--- config.mk ---
export PLATFORM = sky130hd
export DESIGN_NAME = pkt_ingress_writer_flat
export DESIGN_NICKNAME = d
export VERILOG_FILES = /design/src/rtl/switch_pkg.sv /design/src/rtl/pkt_ingress_writer_if.sv /design/src/rtl/pkt_ingress_writer.sv /design/src/flat_wrapper.sv
export SDC_FILE = /design/constraint.sdc
export NUM_CORES = 1
export LEC_CHECK = 0
export CORE_MARGIN = 8
export CORE_UTILIZATION = 44
export DETAILED_ROUTE_END_ITERATION = 10
export PLACE_DENSITY = 0.76
export SLEW_MARGIN = 0
export SYNTH_ARGS = -nofsm -noshare
export SYNTH_HDL_FRONTEND = slang
export SYNTH_SLANG_ARGS = --single-unit
--- constraint.sdc ---
create_clock -name clk -period 3.5 [get_ports clk]
set_clock_uncertainty 0.2 [all_clocks]
set_input_delay 0.525 -clock clk [delete_from_list [all_inputs] [get_ports clk]]
set_output_delay 0.525 -clock clk [all_outputs]
set_load 0.05 [all_outputs]
--- src/rtl/switch_pkg.sv ---
// Shared switch constants, descriptor bundle and ingress FSM states.
// Imported by the ingress writer and its neighbours.
package switch_pkg;

  localparam int BLOCK_BYTES = 32;
  localparam int BLOCK_WORDS = 8;
  localparam int ADDR_W      = 10;
  localparam int LEN_W       = 11;
  localparam int BLK_W       = 6;
  localparam int PORT_W      = 2;

  typedef struct packed {
    logic [ADDR_W-1:0] start;
    logic [LEN_W-1:0]  len;
    logic [PORT_W-1:0] dest;
  } desc_t;

  typedef enum logic [2:0] {
    IDLE  = 3'd0,
    ALLOC = 3'd1,
    WRITE = 3'd2,
    DROP  = 3'd3,
    DESC  = 3'd4
  } state_t;

endpackage

--- src/rtl/pkt_ingress_writer_if.sv ---
// Ingress beat stream: header beat plus payload beats.
// valid/ready handshake, sop on header, eop on last payload.
interface pkt_ingress_writer_if #(
  parameter int DATA_W = 32
);
  logic              valid;
  logic              ready;
  logic              sop;
  logic              eop;
  logic [DATA_W-1:0] data;

  modport master (
    output valid, sop, eop, data,
    input  ready
  );

  modport slave (
    input  valid, sop, eop, data,
    output ready
  );
endinterface

--- src/rtl/pkt_ingress_writer.sv ---
// Ingress writer: allocates blocks, stores payload words,
// emits one descriptor per stored packet, drops misfits.
module pkt_ingress_writer #(
  parameter int DATA_W      = 32,
  parameter int BLOCK_WORDS = 8,
  parameter int ADDR_W      = 10,
  parameter int LEN_W       = 11,
  parameter int BLK_W       = 6,
  parameter int PORT_W      = 2,
  localparam int WI_W       = $clog2(BLOCK_WORDS)
) (
  input  logic                   clk,
  input  logic                   reset,
  pkt_ingress_writer_if.slave    ing,
  input  logic [BLK_W-1:0]       free_blocks,
  output logic                   alloc_req,
  output logic [BLK_W-1:0]       alloc_remaining,
  input  logic                   alloc_gnt,
  input  logic [ADDR_W-1:0]      alloc_addr,
  output logic                   dmem_we,
  output logic [ADDR_W+WI_W-1:0] dmem_addr,
  output logic [DATA_W-1:0]      dmem_wdata,
  output logic                   desc_valid,
  input  logic                   desc_ready,
  output logic [ADDR_W-1:0]      desc_start,
  output logic [LEN_W-1:0]       desc_len,
  output logic [PORT_W-1:0]      desc_dest,
  output logic                   len_err,
  output logic [15:0]            drop_count
);
  import switch_pkg::*;

  localparam int BEAT_B  = DATA_W / 8;
  localparam int BEAT_SH = $clog2(BEAT_B);
  localparam int BLK_SH  = $clog2(BLOCK_WORDS * BEAT_B);
  localparam int LW1     = LEN_W + 1;
  localparam logic [WI_W-1:0]  LAST_W  = WI_W'(BLOCK_WORDS - 1);
  localparam logic [BLK_W-1:0] ONE_B   = BLK_W'(1);
  localparam logic [LW1-1:0]   MAX_BLK = LW1'((1 << BLK_W) - 1);

  state_t state, state_n;

  logic [LEN_W-1:0]  len_q;
  logic [PORT_W-1:0] dest_q;
  logic [BLK_W-1:0]  rem_q;
  logic [ADDR_W-1:0] blk_q;
  logic [ADDR_W-1:0] start_q;
  logic [WI_W-1:0]   widx_q;
  logic [LW1-1:0]    beats_q;
  logic              first_q;
  logic              pend_q;
  logic              rej_q;
  logic              rdy_q;

  logic [LEN_W-1:0]  hdr_len;
  logic [PORT_W-1:0] hdr_dest;
  logic [LW1-1:0]    blocks;
  logic [LW1-1:0]    need;
  logic [LW1-1:0]    beats_n;
  logic              hdr_drop;
  logic              acc;
  logic              last_w;
  logic              drop_sat;

  assign hdr_len  = ing.data[LEN_W-1:0];
  assign hdr_dest = ing.data[16+PORT_W-1:16];
  assign blocks   = ({1'b0, hdr_len} + LW1'(BLOCK_WORDS*BEAT_B - 1)) >> BLK_SH;
  assign need     = ({1'b0, len_q} + LW1'(BEAT_B - 1)) >> BEAT_SH;
  assign beats_n  = beats_q + LW1'(1);
  assign hdr_drop = (hdr_len == '0) || (blocks > MAX_BLK)
                 || (blocks > LW1'(free_blocks));
  assign acc      = ing.valid && ing.ready;
  assign last_w   = (widx_q == LAST_W);
  assign drop_sat = (drop_count == 16'hFFFF);

  assign ing.ready       = rdy_q && !reset;
  assign alloc_req       = (state == ALLOC);
  assign alloc_remaining = alloc_req ? rem_q : '0;
  assign desc_valid      = (state == DESC);
  assign desc_start      = start_q;
  assign desc_len        = len_q;
  assign desc_dest       = dest_q;

  // Next-state decode for the packet FSM.
  always_comb begin
    state_n = state;
    unique case (state)
      IDLE:
        if (acc && ing.sop)
          state_n = !hdr_drop ? ALLOC : (ing.eop ? IDLE : DROP);
      ALLOC:
        if (alloc_gnt) state_n = WRITE;
      WRITE:
        if (acc) begin
          if (ing.eop)     state_n = DESC;
          else if (last_w) state_n = (rem_q == ONE_B) ? DROP : ALLOC;
        end
      DROP:
        if (acc && ing.eop) state_n = pend_q ? DESC : IDLE;
      DESC:
        if (desc_ready) state_n = IDLE;
      default:
        state_n = IDLE;
    endcase
  end

  // State, handshake readiness and packet datapath registers.
  always_ff @(posedge clk) begin
    if (reset) begin
      state      <= IDLE;
      rdy_q      <= 1'b0;
      len_q      <= '0;
      dest_q     <= '0;
      rem_q      <= '0;
      blk_q      <= '0;
      start_q    <= '0;
      widx_q     <= '0;
      beats_q    <= '0;
      first_q    <= 1'b0;
      pend_q     <= 1'b0;
      rej_q      <= 1'b0;
      dmem_we    <= 1'b0;
      dmem_addr  <= '0;
      dmem_wdata <= '0;
      len_err    <= 1'b0;
      drop_count <= '0;
    end else begin
      state   <= state_n;
      rdy_q   <= (state_n == IDLE) || (state_n == WRITE)
              || (state_n == DROP);
      dmem_we <= 1'b0;
      len_err <= 1'b0;
      unique case (state)
        IDLE:
          if (acc && ing.sop) begin
            len_q   <= hdr_len;
            dest_q  <= hdr_dest;
            rem_q   <= blocks[BLK_W-1:0];
            first_q <= 1'b1;
            beats_q <= '0;
            pend_q  <= 1'b0;
            rej_q   <= hdr_drop;
            if (hdr_drop && ing.eop && !drop_sat)
              drop_count <= drop_count + 16'd1;
          end
        ALLOC:
          if (alloc_gnt) begin
            blk_q  <= alloc_addr;
            widx_q <= '0;
            if (first_q) begin
              start_q <= alloc_addr;
              first_q <= 1'b0;
            end
          end
        WRITE:
          if (acc) begin
            dmem_we    <= 1'b1;
            dmem_addr  <= {blk_q, widx_q};
            dmem_wdata <= ing.data;
            widx_q     <= widx_q + 1'b1;
            beats_q    <= beats_n;
            if (ing.eop) begin
              len_err <= (rem_q != ONE_B) || (beats_n != need);
            end else if (last_w) begin
              rem_q <= rem_q - ONE_B;
              if (rem_q == ONE_B) begin
                len_err <= 1'b1;
                pend_q  <= 1'b1;
              end
            end
          end
        DROP:
          if (acc && ing.eop && rej_q && !drop_sat)
            drop_count <= drop_count + 16'd1;
        DESC: ;
        default: ;
      endcase
    end
  end

endmodule

--- src/flat_wrapper.sv ---
// flat-port wrapper written by rule: the top's interface ports become plain ports
module pkt_ingress_writer_flat import switch_pkg::*;
#(
  parameter int DATA_W      = 32,
  parameter int BLOCK_WORDS = 8,
  parameter int ADDR_W      = 10,
  parameter int LEN_W       = 11,
  parameter int BLK_W       = 6,
  parameter int PORT_W      = 2,
  localparam int WI_W       = $clog2(BLOCK_WORDS)
)
  (clk, reset, free_blocks, alloc_req, alloc_remaining, alloc_gnt, alloc_addr, dmem_we, dmem_addr, dmem_wdata, desc_valid, desc_ready, desc_start, desc_len, desc_dest, len_err, drop_count, ing_valid, ing_sop, ing_eop, ing_data, ing_ready);
  pkt_ingress_writer_if #(.DATA_W(DATA_W)) ing_i ();
  input  logic clk;
  input  logic reset;
  input  logic [BLK_W-1:0] free_blocks;
  output logic alloc_req;
  output logic [BLK_W-1:0] alloc_remaining;
  input  logic alloc_gnt;
  input  logic [ADDR_W-1:0] alloc_addr;
  output logic dmem_we;
  output logic [ADDR_W+WI_W-1:0] dmem_addr;
  output logic [DATA_W-1:0] dmem_wdata;
  output logic desc_valid;
  input  logic desc_ready;
  output logic [ADDR_W-1:0] desc_start;
  output logic [LEN_W-1:0] desc_len;
  output logic [PORT_W-1:0] desc_dest;
  output logic len_err;
  output logic [15:0] drop_count;
  input wire logic [$bits(ing_i.valid)-1:0] ing_valid;
  input wire logic [$bits(ing_i.sop)-1:0] ing_sop;
  input wire logic [$bits(ing_i.eop)-1:0] ing_eop;
  input wire logic [$bits(ing_i.data)-1:0] ing_data;
  output wire logic [$bits(ing_i.ready)-1:0] ing_ready;
  assign ing_i.valid = ing_valid;
  assign ing_i.sop = ing_sop;
  assign ing_i.eop = ing_eop;
  assign ing_i.data = ing_data;
  assign ing_ready = ing_i.ready;
  pkt_ingress_writer #(.DATA_W(DATA_W), .BLOCK_WORDS(BLOCK_WORDS), .ADDR_W(ADDR_W), .LEN_W(LEN_W), .BLK_W(BLK_W), .PORT_W(PORT_W)) u_core (.clk(clk), .reset(reset), .ing(ing_i), .free_blocks(free_blocks), .alloc_req(alloc_req), .alloc_remaining(alloc_remaining), .alloc_gnt(alloc_gnt), .alloc_addr(alloc_addr), .dmem_we(dmem_we), .dmem_addr(dmem_addr), .dmem_wdata(dmem_wdata), .desc_valid(desc_valid), .desc_ready(desc_ready), .desc_start(desc_start), .desc_len(desc_len), .desc_dest(desc_dest), .len_err(len_err), .drop_count(drop_count));
endmodule
==> out/qor.csv <==
metric,value,unit
status,finished clean,
antenna violations before repair,0,
CTS tree,done,
crit path from,ing_data[2],
maximum vdd ir drop,0.000412,V
met1 usage,24.4,%
Port Buffers,149,
clk slew on worst S/H paths,0.05,ns
Synth top area share,43.3,%
hold bufs inserted after CTS,0,
switching pwr,0.788,mW
Post-Synth Simple-Gate Area,25.8,%
Post-DP HPWL,12100,um
slew margin rel.,48.9,%
"FF+latch count, synth",124,
RSZ-0062 raised after global routing,false,
Post-Synthesis Net Count,815,
RR Startpoint,u_core.beats_q[0]$_SDFFE_PP0P_,
M2 GR Usage,32.5,%
"commonest non-fill, non-tap cell in the layout",nand2_1,
Die W,130,um
fmax,298,MHz
std cell rows,41,
Root Buffer,clkbuf_16,
number of synthesis warnings,0,
DRC,0,
fin worst setup slack,0.147,ns
cts bufs inserted,17,
CP endpoint,u_core.drop_count[12]$_SDFFE_PP0P_,
wire per inst,15.6,um
setup_tns,0,ns
Total Wirelength,17100,um
Total Die Area,0.0169,sq mm
post-synth top area cell,dfxtp_1,
Vias per Instance,5.22,
pre-CTS setup slack,-0.453,ns
largest net degree at the start of global routing,76,
Crit path required time,3.59,ns
post-route cell area,0.00823,sq mm
max-cap violation count,0,
gpl congestion,0.919,
"Hold Vio Cnt, Final",0,
Final Max Tran Viols,0,
Sw Ratio,21.9,%
Hold Slack,0.251,ns
"Primary FF master, synth",dfxtp_1,
crit-path max FO,5,
Initial DRT Pass Iterations,5,
most frequent cells in the layout,"nand2_1 (194), clkdlybuf4s50_1 (145), dfxtp_1 (124)",
post-synthesis mux area share,0.808,%
leakage power,2.96,nW
FF-to-FF End,u_core.len_err$_SDFF_PP0_,
Period minus WS final,3.35,ns
Mapped Avg Cell Area,7.66,sq um
Compound-Gate Fraction of Synth Area,19.0,%
clock sink total,124,
fin util,65.0,%
die height,130,um
hold crit path type,reg -> reg,
Worst setup EP type,register,
Clk pwr share,52.4,%
Adder-Cell Fraction of Synth Area,2.62,%
ys async rst share,0,%
Tot GR Track Use,20.4,%
cell area after placement,0.00754,sq mm
Diodes inserted,0,
Syn Inst Count,748,
IO Pins,150,
total gr overflow,0,
Logic pwr share,7.7,%
combinational family with the most area after synthesis,simple AND/OR/NAND/NOR gates,
Sequential Power Share,39.9,%
Synth cell types,62,
worst reg2reg setup slack,0.65,ns
arrival time worst endpoint,3.45,ns
number of synthesized flops with an enable pin,0,
global-route wire length before repair,27300,um
routed via count,5731,
NumNets Final,979,
H-tree levels,4,
vias in the first global route,5375,
GR met3 Demand/Resource,7.51,%
Initial Utilization,45.2,%
1st-iter DRT viols,382,
period utilization,95.8,%
Fillers,1102,
"Clk Latency, worst-skew pair",0.41,ns
grt peak-use layer,met2,
Bufs on Longest Clock Path,2,
WS Path Type,in -> reg,
WHS Path Cells,2,
xor and xnor area share after synthesis,4.43,%
mapped cell area,0.00573,sq mm
worst slew pin tran,0.766,ns
sequential fraction of the synthesis area,43.3,%
Cell Pwr Density,436,mW/mm^2
remaining antenna violation count,0,
Core Region,0.0127,sq mm
P&R area growth vs syn,43.7,%
P_int,2.80,mW
reg2reg path depth,8,
Startpoint Class,primary input,
final setup violation count,0,
largest cells by area after synthesis,"dfxtp_1 (43%), nand2_1 (13%), a21oi_1 (9.3%), nor2_1 (3.5%), ha_1 (2.6%)",
share of cells above drive strength 1,9.84,%
[kinds of logic (layout without fill, tap and decap cells)]
kind of cell    after synthesis  after routing
simple gates                339            339
compound gates              183            183
flops                       124            124
buf+inv                      57            234
xor+xnor                     29             29
fa+ha+maj                    12             12
mux                           4              4
[power groups by stage]
stage	combinational, mW	clock (mW)	sequential [mW]
final	0.276	1.88	1.43
after detailed placement	0.269	0	1.46
after global routing	0.299	1.97	1.43
after CTS	0.274	1.91	1.43
after global placement	0.268	0	1.46
after floorplan	0.115	0	1.48
[timing repair]
action | 4_1_cts | 5_1_grt
gates cloned | 0 | 1
pin swaps | 7 | 4
endpoints found under the setup margin | 3 | 11
setup buffers | 0 | 1
hold endpoints to repair | 0 | 0
gates resized for setup | 5 | 6
[stage by stage]
step	power (mW)	cells
after detailed placement	1.73	1063
final	3.59	1097
after global placement	1.73	1063
after global routing	3.71	1097
after CTS	3.62	1095
after floorplan	1.59	748
[registers in the layout (all words and copies together), names as in the netlist, 2 cells and up]
register / count
u_core.beats_q: 12
u_core.blk_q: 10
u_core.desc_dest: 2
u_core.desc_len: 11
u_core.desc_start: 10
u_core.dmem_addr: 13
u_core.dmem_wdata: 32
u_core.drop_count: 16
u_core.rem_q: 6
u_core.state: 3
u_core.widx_q: 3
[area by class of cell]
cell class	count	area [sq um]	area share, %
multi-input cells	567	3060	37.1
flip-flops and latches	124	2480	30.2
repair buffers	186	1780	21.6
clock buffers	23	478	5.81
well taps	172	215	2.61
clock inverters	9	160	1.95
inverters	16	60.1	0.729
[worst min path at each step]
stage / slack [ns] / from / endpoint
after floorplan: 0.23 / u_core.blk_q[7]$_SDFFE_PP0P_ / u_core.dmem_addr[10]$_SDFFE_PP0P_
after detailed placement: 0.25 / u_core.blk_q[5]$_SDFFE_PP0P_ / u_core.blk_q[5]$_SDFFE_PP0P_
after global placement: 0.24 / u_core.blk_q[0]$_SDFFE_PP0P_ / u_core.dmem_addr[3]$_SDFFE_PP0P_
after CTS: 0.25 / u_core.dmem_wdata[12]$_SDFFE_PP0P_ / u_core.dmem_wdata[12]$_SDFFE_PP0P_
final: 0.25 / u_core.dmem_wdata[12]$_SDFFE_PP0P_ / u_core.dmem_wdata[12]$_SDFFE_PP0P_
after global routing: 0.27 / u_core.dmem_wdata[16]$_SDFFE_PP0P_ / u_core.dmem_wdata[16]$_SDFFE_PP0P_
[synthesized netlist by cell type, types with 3 or more instances]
| cell | n |
|---|---|
| ha_1 | 12 |
| o211ai_1 | 7 |
| a31oi_1 | 3 |
| a2bb2oi_1 | 4 |
| clkbuf_1 | 37 |
| nor2b_1 | 5 |
| o21a_1 | 7 |
| dfxtp_1 | 124 |
| nand2_1 | 195 |
| a21oi_1 | 106 |
| a22oi_1 | 5 |
| o31ai_1 | 5 |
| nand2b_1 | 4 |
| nor2_1 | 54 |
| o21ai_0 | 22 |
| nand4_1 | 6 |
| and3_1 | 5 |
| or3_1 | 6 |
| nor3_1 | 20 |
| and2_1 | 5 |
| or4_1 | 3 |
| o21ai_1 | 3 |
| inv_1 | 15 |
| nor4_1 | 4 |
| xnor2_1 | 15 |
| xor2_1 | 14 |
| nand3_1 | 20 |
[per-layer routing]
metal | wire length, um | share of wire [%]
met3 | 1470 | 8.6
met2 | 8130 | 48
met4 | 303 | 1.8
met5 | 0 | 0
met1 | 7200 | 42
[critical path, cell delays in order]
cell             delay [ns]
clkdlybuf4s50_1        0.42
or4_4                  0.46
o211a_4                0.28
nand3_2                0.08
xnor2_2                0.08
ha_1                   0.30
nand3_1                0.09
o21bai_1               0.16
a21oi_1                0.14
buf_4                  0.16
nor2_2                 0.06
or3b_4                 0.39
mux2_4                 0.30
Power figures use the tool's default switching activity.
